<file path="src/rtl/serial_tx_pkg.sv">
// Shared types and defaults for the serial transmitter frame controller.
// Holds the frame FSM state encoding and the default field widths.
package serial_tx_pkg;

  localparam int PORT_W_DEF = 2;
  localparam int CNT_W_DEF  = 4;

  typedef enum logic [2:0] {
    IDLE,
    GET_PORT,
    GET_CNT,
    SEND,
    DONE
  } state_t;

  function automatic int max_int(input int a, input int b);
    return (a > b) ? a : b;
  endfunction

endpackage

</file>
<file path="src/rtl/tx_bit_counter.sv">
// Loadable down-counter shared by the header field bit count and the payload count.
// Saturates at zero and flags the terminal (count==1) and empty (count==0) conditions.
module tx_bit_counter #(
  parameter int W = 4
) (
  input  logic         clk,
  input  logic         rst_n,
  input  logic         load,
  input  logic         dec,
  input  logic [W-1:0] load_val,
  output logic         tc,
  output logic         zero
);

  logic [W-1:0] count;

  // NOTE: sequential state uses non-blocking assignments so every flop samples pre-edge values.
  always_ff @(posedge clk or negedge rst_n) begin
    if (!rst_n) begin
      count <= '0;
    end else if (load) begin
      count <= load_val;
    end else if (dec && (count != '0)) begin
      count <= count - 1'b1;
    end
  end

  assign tc   = (count == W'(1));
  assign zero = (count == '0);

endmodule

</file>
<file path="src/rtl/serial_tx_controller.sv">
// Frame controller: after a detected start pattern, shifts in a port address and
// a payload length from J, then routes that many J bits onto the addressed lane.
module serial_tx_controller
  import serial_tx_pkg::*;
#(
  parameter int PORT_W = PORT_W_DEF,
  parameter int CNT_W  = CNT_W_DEF
) (
  input  logic                 Clk,
  input  logic                 Rst,
  input  logic                 J,
  input  logic                 Start,
  output logic                 DetClr,
  output logic [PORT_W-1:0]    Port,
  output logic [2**PORT_W-1:0] SerOut,
  output logic                 Valid,
  output logic                 Busy,
  output logic                 Done
);

  localparam int CTR_W = max_int(PORT_W, CNT_W);

  state_t             state, state_nxt;
  logic [CNT_W-1:0]   len;
  logic [CNT_W-1:0]   len_shift;
  logic               ctr_load, ctr_dec, ctr_tc, ctr_zero;
  logic [CTR_W-1:0]   ctr_val;

  // Length as it will stand after this edge's bit is shifted in.
  assign len_shift = CNT_W'({len, J});

  tx_bit_counter #(.W(CTR_W)) u_ctr (
    .clk      (Clk),
    .rst_n    (Rst),
    .load     (ctr_load),
    .dec      (ctr_dec),
    .load_val (ctr_val),
    .tc       (ctr_tc),
    .zero     (ctr_zero)
  );

  // NOTE: every signal written here gets a default first, so no latches are inferred.
  always_comb begin
    state_nxt = state;
    ctr_load  = 1'b0;
    ctr_dec   = 1'b0;
    ctr_val   = '0;
    SerOut    = '0;
    Valid     = 1'b0;
    Done      = 1'b0;
    Busy      = (state != IDLE);
    DetClr    = (state != IDLE);
    case (state)
      IDLE: begin
        if (Start) begin
          state_nxt = GET_PORT;
          ctr_load  = 1'b1;
          ctr_val   = CTR_W'(PORT_W - 1);
        end
      end
      GET_PORT: begin
        if (ctr_zero) begin
          state_nxt = GET_CNT;
          ctr_load  = 1'b1;
          ctr_val   = CTR_W'(CNT_W - 1);
        end else begin
          ctr_dec = 1'b1;
        end
      end
      GET_CNT: begin
        if (!ctr_zero) begin
          ctr_dec = 1'b1;
        end else if (len_shift != '0) begin
          state_nxt = SEND;
          ctr_load  = 1'b1;
          ctr_val   = CTR_W'(len_shift);
        end else begin
          state_nxt = DONE;
        end
      end
      SEND: begin
        Valid        = 1'b1;
        SerOut[Port] = J;
        ctr_dec      = 1'b1;
        if (ctr_tc) state_nxt = DONE;
      end
      DONE: begin
        Done      = 1'b1;
        state_nxt = IDLE;
      end
      default: state_nxt = IDLE;
    endcase
  end

  // NOTE: only control and field registers exist here, and all of them take the async reset.
  always_ff @(posedge Clk or negedge Rst) begin
    if (!Rst) begin
      state <= IDLE;
      Port  <= '0;
      len   <= '0;
    end else begin
      state <= state_nxt;
      if (state == GET_PORT) Port <= PORT_W'({Port, J});
      if (state == GET_CNT)  len  <= len_shift;
    end
  end

endmodule

</file>
<file path="config.mk">
export PLATFORM = sky130hd
export DESIGN_NAME = serial_tx_controller
export DESIGN_NICKNAME = d
export VERILOG_FILES = /design/src/rtl/serial_tx_pkg.sv /design/src/rtl/tx_bit_counter.sv /design/src/rtl/serial_tx_controller.sv
export SDC_FILE = /design/constraint.sdc
export NUM_CORES = 1
export LEC_CHECK = 0
export CORE_MARGIN = 2
export CORE_UTILIZATION = 44
export CTS_BUF_LIST = sky130_fd_sc_hd__clkbuf_4 sky130_fd_sc_hd__clkbuf_8
export CTS_CLUSTER_DIAMETER = 120
export DETAILED_ROUTE_END_ITERATION = 12
export GPL_TIMING_DRIVEN = 0
export HOLD_SLACK_MARGIN = 0.06
export PLACE_DENSITY_LB_ADDON = 0.2
export SLEW_MARGIN = 15
export SYNTH_ARGS = -nofsm -noshare
export SYNTH_HDL_FRONTEND = slang
export SYNTH_HIERARCHICAL = 1
export SYNTH_SLANG_ARGS = --single-unit
</file>
<file path="constraint.sdc">
create_clock -name Clk -period 2.4 [get_ports Clk]
set_clock_uncertainty 0.15 [all_clocks]
set_input_delay 0.48 -clock Clk [delete_from_list [all_inputs] [get_ports Clk]]
set_output_delay 0.48 -clock Clk [all_outputs]
set_load 0.03 [all_outputs]
</file>
==> impl_metrics.xml <==
<?xml version="1.0" encoding="UTF-8"?>
<metrics>
  <group name="status">
    <metric name="run_status" unit="">completed</metric>
  </group>
  <group name="layout">
    <metric name="nFillCells" unit="">147</metric>
    <metric name="area_delta_synth_final" unit="%">39.4</metric>
    <metric name="drive_gt1_share" unit="%">40.0</metric>
    <metric name="num_antenna_cells" unit="">0</metric>
    <metric name="num-nets-final" unit="">122</metric>
    <metric name="layout.cells.most_common" unit="">sky130_fd_sc_hd__dfrtp_1</metric>
    <metric name="layout_common_cells" unit="">12 x sky130_fd_sc_hd__dfrtp_1, 11 x sky130_fd_sc_hd__buf_4, 6 x sky130_fd_sc_hd__a21oi_1</metric>
  </group>
  <group name="timing">
    <metric name="drv_slew" unit="">0</metric>
    <metric name="post-route-period-util" unit="%">99.6</metric>
    <metric name="finalCriticalPeriod" unit="ps">2390</metric>
    <metric name="hold_violations" unit="">0</metric>
    <metric name="worst_pin_slew" unit="ps">577</metric>
    <metric name="setup_viol" unit="">0</metric>
    <metric name="achievable-frequency" unit="MHz">418</metric>
    <metric name="final.hold.worst_slack" unit="ps">393</metric>
    <metric name="postLayoutSetupSlackWorst" unit="ps">8.46</metric>
    <metric name="slew_headroom" unit="%">61.4</metric>
  </group>
  <group name="synth">
    <metric name="synth_edf_count" unit="">0</metric>
    <metric name="synth_flop_cell" unit="">sky130_fd_sc_hd__dfrtp_1</metric>
    <metric name="register_bit_total_from_synthesis" unit="">12</metric>
    <metric name="synthesis.instances" unit="">89</metric>
    <metric name="synth_top_cells_by_area" unit="">sky130_fd_sc_hd__dfrtp_1 36%, sky130_fd_sc_hd__mux2_2 6.8%, sky130_fd_sc_hd__a21oi_1 4.2%, sky130_fd_sc_hd__mux2i_1 3.6%, sky130_fd_sc_hd__nor3b_1 3.6%</metric>
    <metric name="ys.warnings.count" unit="">6</metric>
    <metric name="yosys.area.top_type_share" unit="%">36.3</metric>
    <metric name="ys_async_sr_fraction" unit="%">100</metric>
    <metric name="seq_area_frac_synth" unit="%">36.3</metric>
    <metric name="synthDistinctLibCells" unit="">35</metric>
    <metric name="netlist.top_cell.by_area" unit="">sky130_fd_sc_hd__dfrtp_1</metric>
    <metric name="synthesis.area_per_instance" unit="sq um">9.31</metric>
    <metric name="synth.net_count" unit="">95</metric>
    <metric name="mappedNetlistArea" unit="sq um">828</metric>
  </group>
  <group name="clock_network">
    <metric name="worst_skew_pair.late_latency" unit="ps">280</metric>
    <metric name="cts_sinks" unit="">12</metric>
    <metric name="cts.clk_slew.worst_paths" unit="ps">90</metric>
    <metric name="cts-buffers-inserted" unit="">3</metric>
    <metric name="postCtsHoldBufs" unit="">0</metric>
    <metric name="clock_tree.buffer_depth" unit="">2</metric>
    <metric name="cts.root.buffer_cell" unit="">sky130_fd_sc_hd__clkbuf_4</metric>
    <metric name="htree_num_levels" unit="">1</metric>
    <metric name="cts_tree" unit="">yes</metric>
  </group>
  <group name="floorplan">
    <metric name="die-width" unit="um">47.4</metric>
    <metric name="ioPinCount" unit="">14</metric>
    <metric name="floorplan.initialDensity" unit="%">47.5</metric>
    <metric name="floorplan.die_area" unit="sq um">2250</metric>
    <metric name="rows" unit="">15</metric>
    <metric name="core_area" unit="sq um">1750</metric>
    <metric name="fp.dieH" unit="um">47.4</metric>
  </group>
  <group name="pwr">
    <metric name="power_leakage" unit="nW">0.516</metric>
    <metric name="p_per_area" unit="nW/um^2">1470</metric>
    <metric name="ir_drop_worst_vdd" unit="uV">693</metric>
  </group>
  <group name="placed_design">
    <metric name="gpl.final_weighted_congestion" unit="">0.746</metric>
    <metric name="port-buffer-count" unit="">13</metric>
    <metric name="dp_worst_setup_slack" unit="ps">-356</metric>
    <metric name="dp_hpwl" unit="mm">1.26</metric>
  </group>
  <group name="hold_path">
    <metric name="hold_class" unit="">flip-flop to flip-flop</metric>
  </group>
  <group name="worst_setup_path">
    <metric name="start_kind" unit="">flip-flop</metric>
    <metric name="capturing_element_type_of_the_critical_path" unit="">flip-flop</metric>
    <metric name="critPathKind" unit="">flip-flop to flip-flop</metric>
    <metric name="crit_fanout" unit="">5</metric>
    <metric name="worst_ep_required_time" unit="ps">2470</metric>
    <metric name="worst_ep_arrival_time" unit="ps">2460</metric>
  </group>
  <group name="route">
    <metric name="drcViolationCount" unit="">0</metric>
    <metric name="routed_wirelength" unit="mm">1.94</metric>
    <metric name="post_drt_wl_per_cell" unit="um">13.8</metric>
    <metric name="final_antenna_net_count" unit="">0</metric>
    <metric name="post_drt_via_cell_ratio" unit="">5.51</metric>
    <metric name="drt_pass1_iterations" unit="">4</metric>
    <metric name="vias" unit="">772</metric>
    <metric name="detailedRoute.firstIterationViolations" unit="">24</metric>
  </group>
  <group name="grt">
    <metric name="grt_max_degree" unit="">13</metric>
    <metric name="track_usage" unit="%">18.5</metric>
    <metric name="globalRouteOverflowTotal" unit="">0</metric>
    <metric name="grt_pass1_vias" unit="">659</metric>
    <metric name="grt_pass1_wl" unit="mm">2.90</metric>
    <metric name="initial_antenna_violation_count" unit="">0</metric>
  </group>
  <group name="job">
    <metric name="drv_cap" unit="">0</metric>
  </group>
</metrics>
-- sequential cells by signal, indices dropped and copies added (netlist names) --
register and flops:
Port 2, len 3, state 3, u_ctr/count 4
-- kinds of logic after synthesis --
logic type      Yosys count  share of synthesized area, %
compound gates           19                          16.3
buf+inv                   9                          4.68
simple gates             39                          29.3
fa+ha+maj                 2                          3.02
flops                    12                          36.3
mux                       8                          10.4
-- power breakdown --
| part | leakage (nW) | internal, mW | switching (mW) | total [mW] |
|---|---|---|---|---|
| Combinational | 0.347 | 0.560 | 0.563 | 1.12 |
| Clock | 0.0210 | 0.0924 | 0.0759 | 0.168 |
| Sequential | 0.148 | 0.301 | 0.105 | 0.405 |
| Total | 0.516 | 0.953 | 0.743 | 1.70 |
-- per-stage QoR --
| stage | setup TNS, ps | instance area (sq um) | std cells | util [%] | total power, mW |
|---|---|---|---|---|---|
| after floorplan | 0 | 856 | 89 | - | 1.07 |
| after global placement | -1510 | 1020 | 127 | 58.3 | 1.29 |
| after detailed placement | -1700 | 1020 | 127 | 58.3 | 1.30 |
| after CTS | 0 | 1100 | 135 | 63.2 | 1.56 |
| after global routing | -47.7 | 1150 | 140 | 66.2 | 1.82 |
| final | 0 | 1150 | 140 | 66.2 | 1.70 |
-- layer usage --
layer | routed length (um) | up-vias | track usage [%]
li1 | - | 372 | -
met5 | 0 | - | 0
met1 | 898 | 376 | 25.8
met4 | 21 | 0 | 8.33
met2 | 937 | 20 | 28.6
met3 | 78 | 4 | 2.31
-- worst max-delay path, cell delays in order, from the launching register on --
cell,delay [ps]
sky130_fd_sc_hd__dfrtp_1,390
sky130_fd_sc_hd__inv_2,70
sky130_fd_sc_hd__ha_4,160
sky130_fd_sc_hd__or3b_4,260
sky130_fd_sc_hd__inv_8,40
sky130_fd_sc_hd__inv_4,60
sky130_fd_sc_hd__o21ai_4,60
sky130_fd_sc_hd__a21oi_4,140
sky130_fd_sc_hd__or4b_4,470
sky130_fd_sc_hd__or3_4,380
sky130_fd_sc_hd__a2bb2oi_2,130
-- final timing paths --
| path | startpoint | depth (start not counted) | endpoint | slack, ps |
|---|---|---|---|---|
| min in group asynchronous | Rst | 1 | u_ctr/count[0] | 410 |
| min | len[2] | 1 | len[2] | 390 |
| max in group asynchronous | Rst | 1 | Port[1] | 1310 |
| min reg2reg | len[2] | 1 | len[2] | 390 |
| max | u_ctr/count[0] | 10 | u_ctr/count[3] | 8 |
| max reg2reg | u_ctr/count[0] | 10 | u_ctr/count[3] | 8 |
-- Yosys cell counts, types with 2 or more instances --
library cell / n
sky130_fd_sc_hd__a21oi_1: 7
sky130_fd_sc_hd__and2_1: 3
sky130_fd_sc_hd__clkbuf_1: 2
sky130_fd_sc_hd__dfrtp_1: 12
sky130_fd_sc_hd__ha_1: 2
sky130_fd_sc_hd__inv_1: 5
sky130_fd_sc_hd__mux2_2: 5
sky130_fd_sc_hd__mux2i_1: 3
sky130_fd_sc_hd__nand2_1: 6
sky130_fd_sc_hd__nand2b_1: 4
sky130_fd_sc_hd__nand3_1: 2
sky130_fd_sc_hd__nand3b_1: 2
sky130_fd_sc_hd__nor2_1: 4
sky130_fd_sc_hd__nor2b_1: 2
sky130_fd_sc_hd__nor3b_1: 4
sky130_fd_sc_hd__o21ai_0: 4
sky130_fd_sc_hd__o22ai_1: 2
sky130_fd_sc_hd__or2_2: 2
sky130_fd_sc_hd__or3_1: 2
-- timing repair --
item / CTS / global route
pin swaps: 1 / 3
setup endpoints to repair: 10 / 8
buffers inserted: 4 / 5
gates resized for setup: 21 / 17
-- final cells by class --
| type | instances | area, sq um | area share, % |
|---|---|---|---|
| repair buffers | 22 | 181 | 15.7 |
| multi-input cells | 68 | 552 | 47.8 |
| well taps | 25 | 31.3 | 2.71 |
| flip-flops and latches | 12 | 300 | 26.0 |
| clock buffers | 4 | 36.3 | 3.14 |
| inverters | 5 | 28.8 | 2.49 |
| plain buffers | 4 | 25.0 | 2.17 |
(Power assumes the default switching activity.)
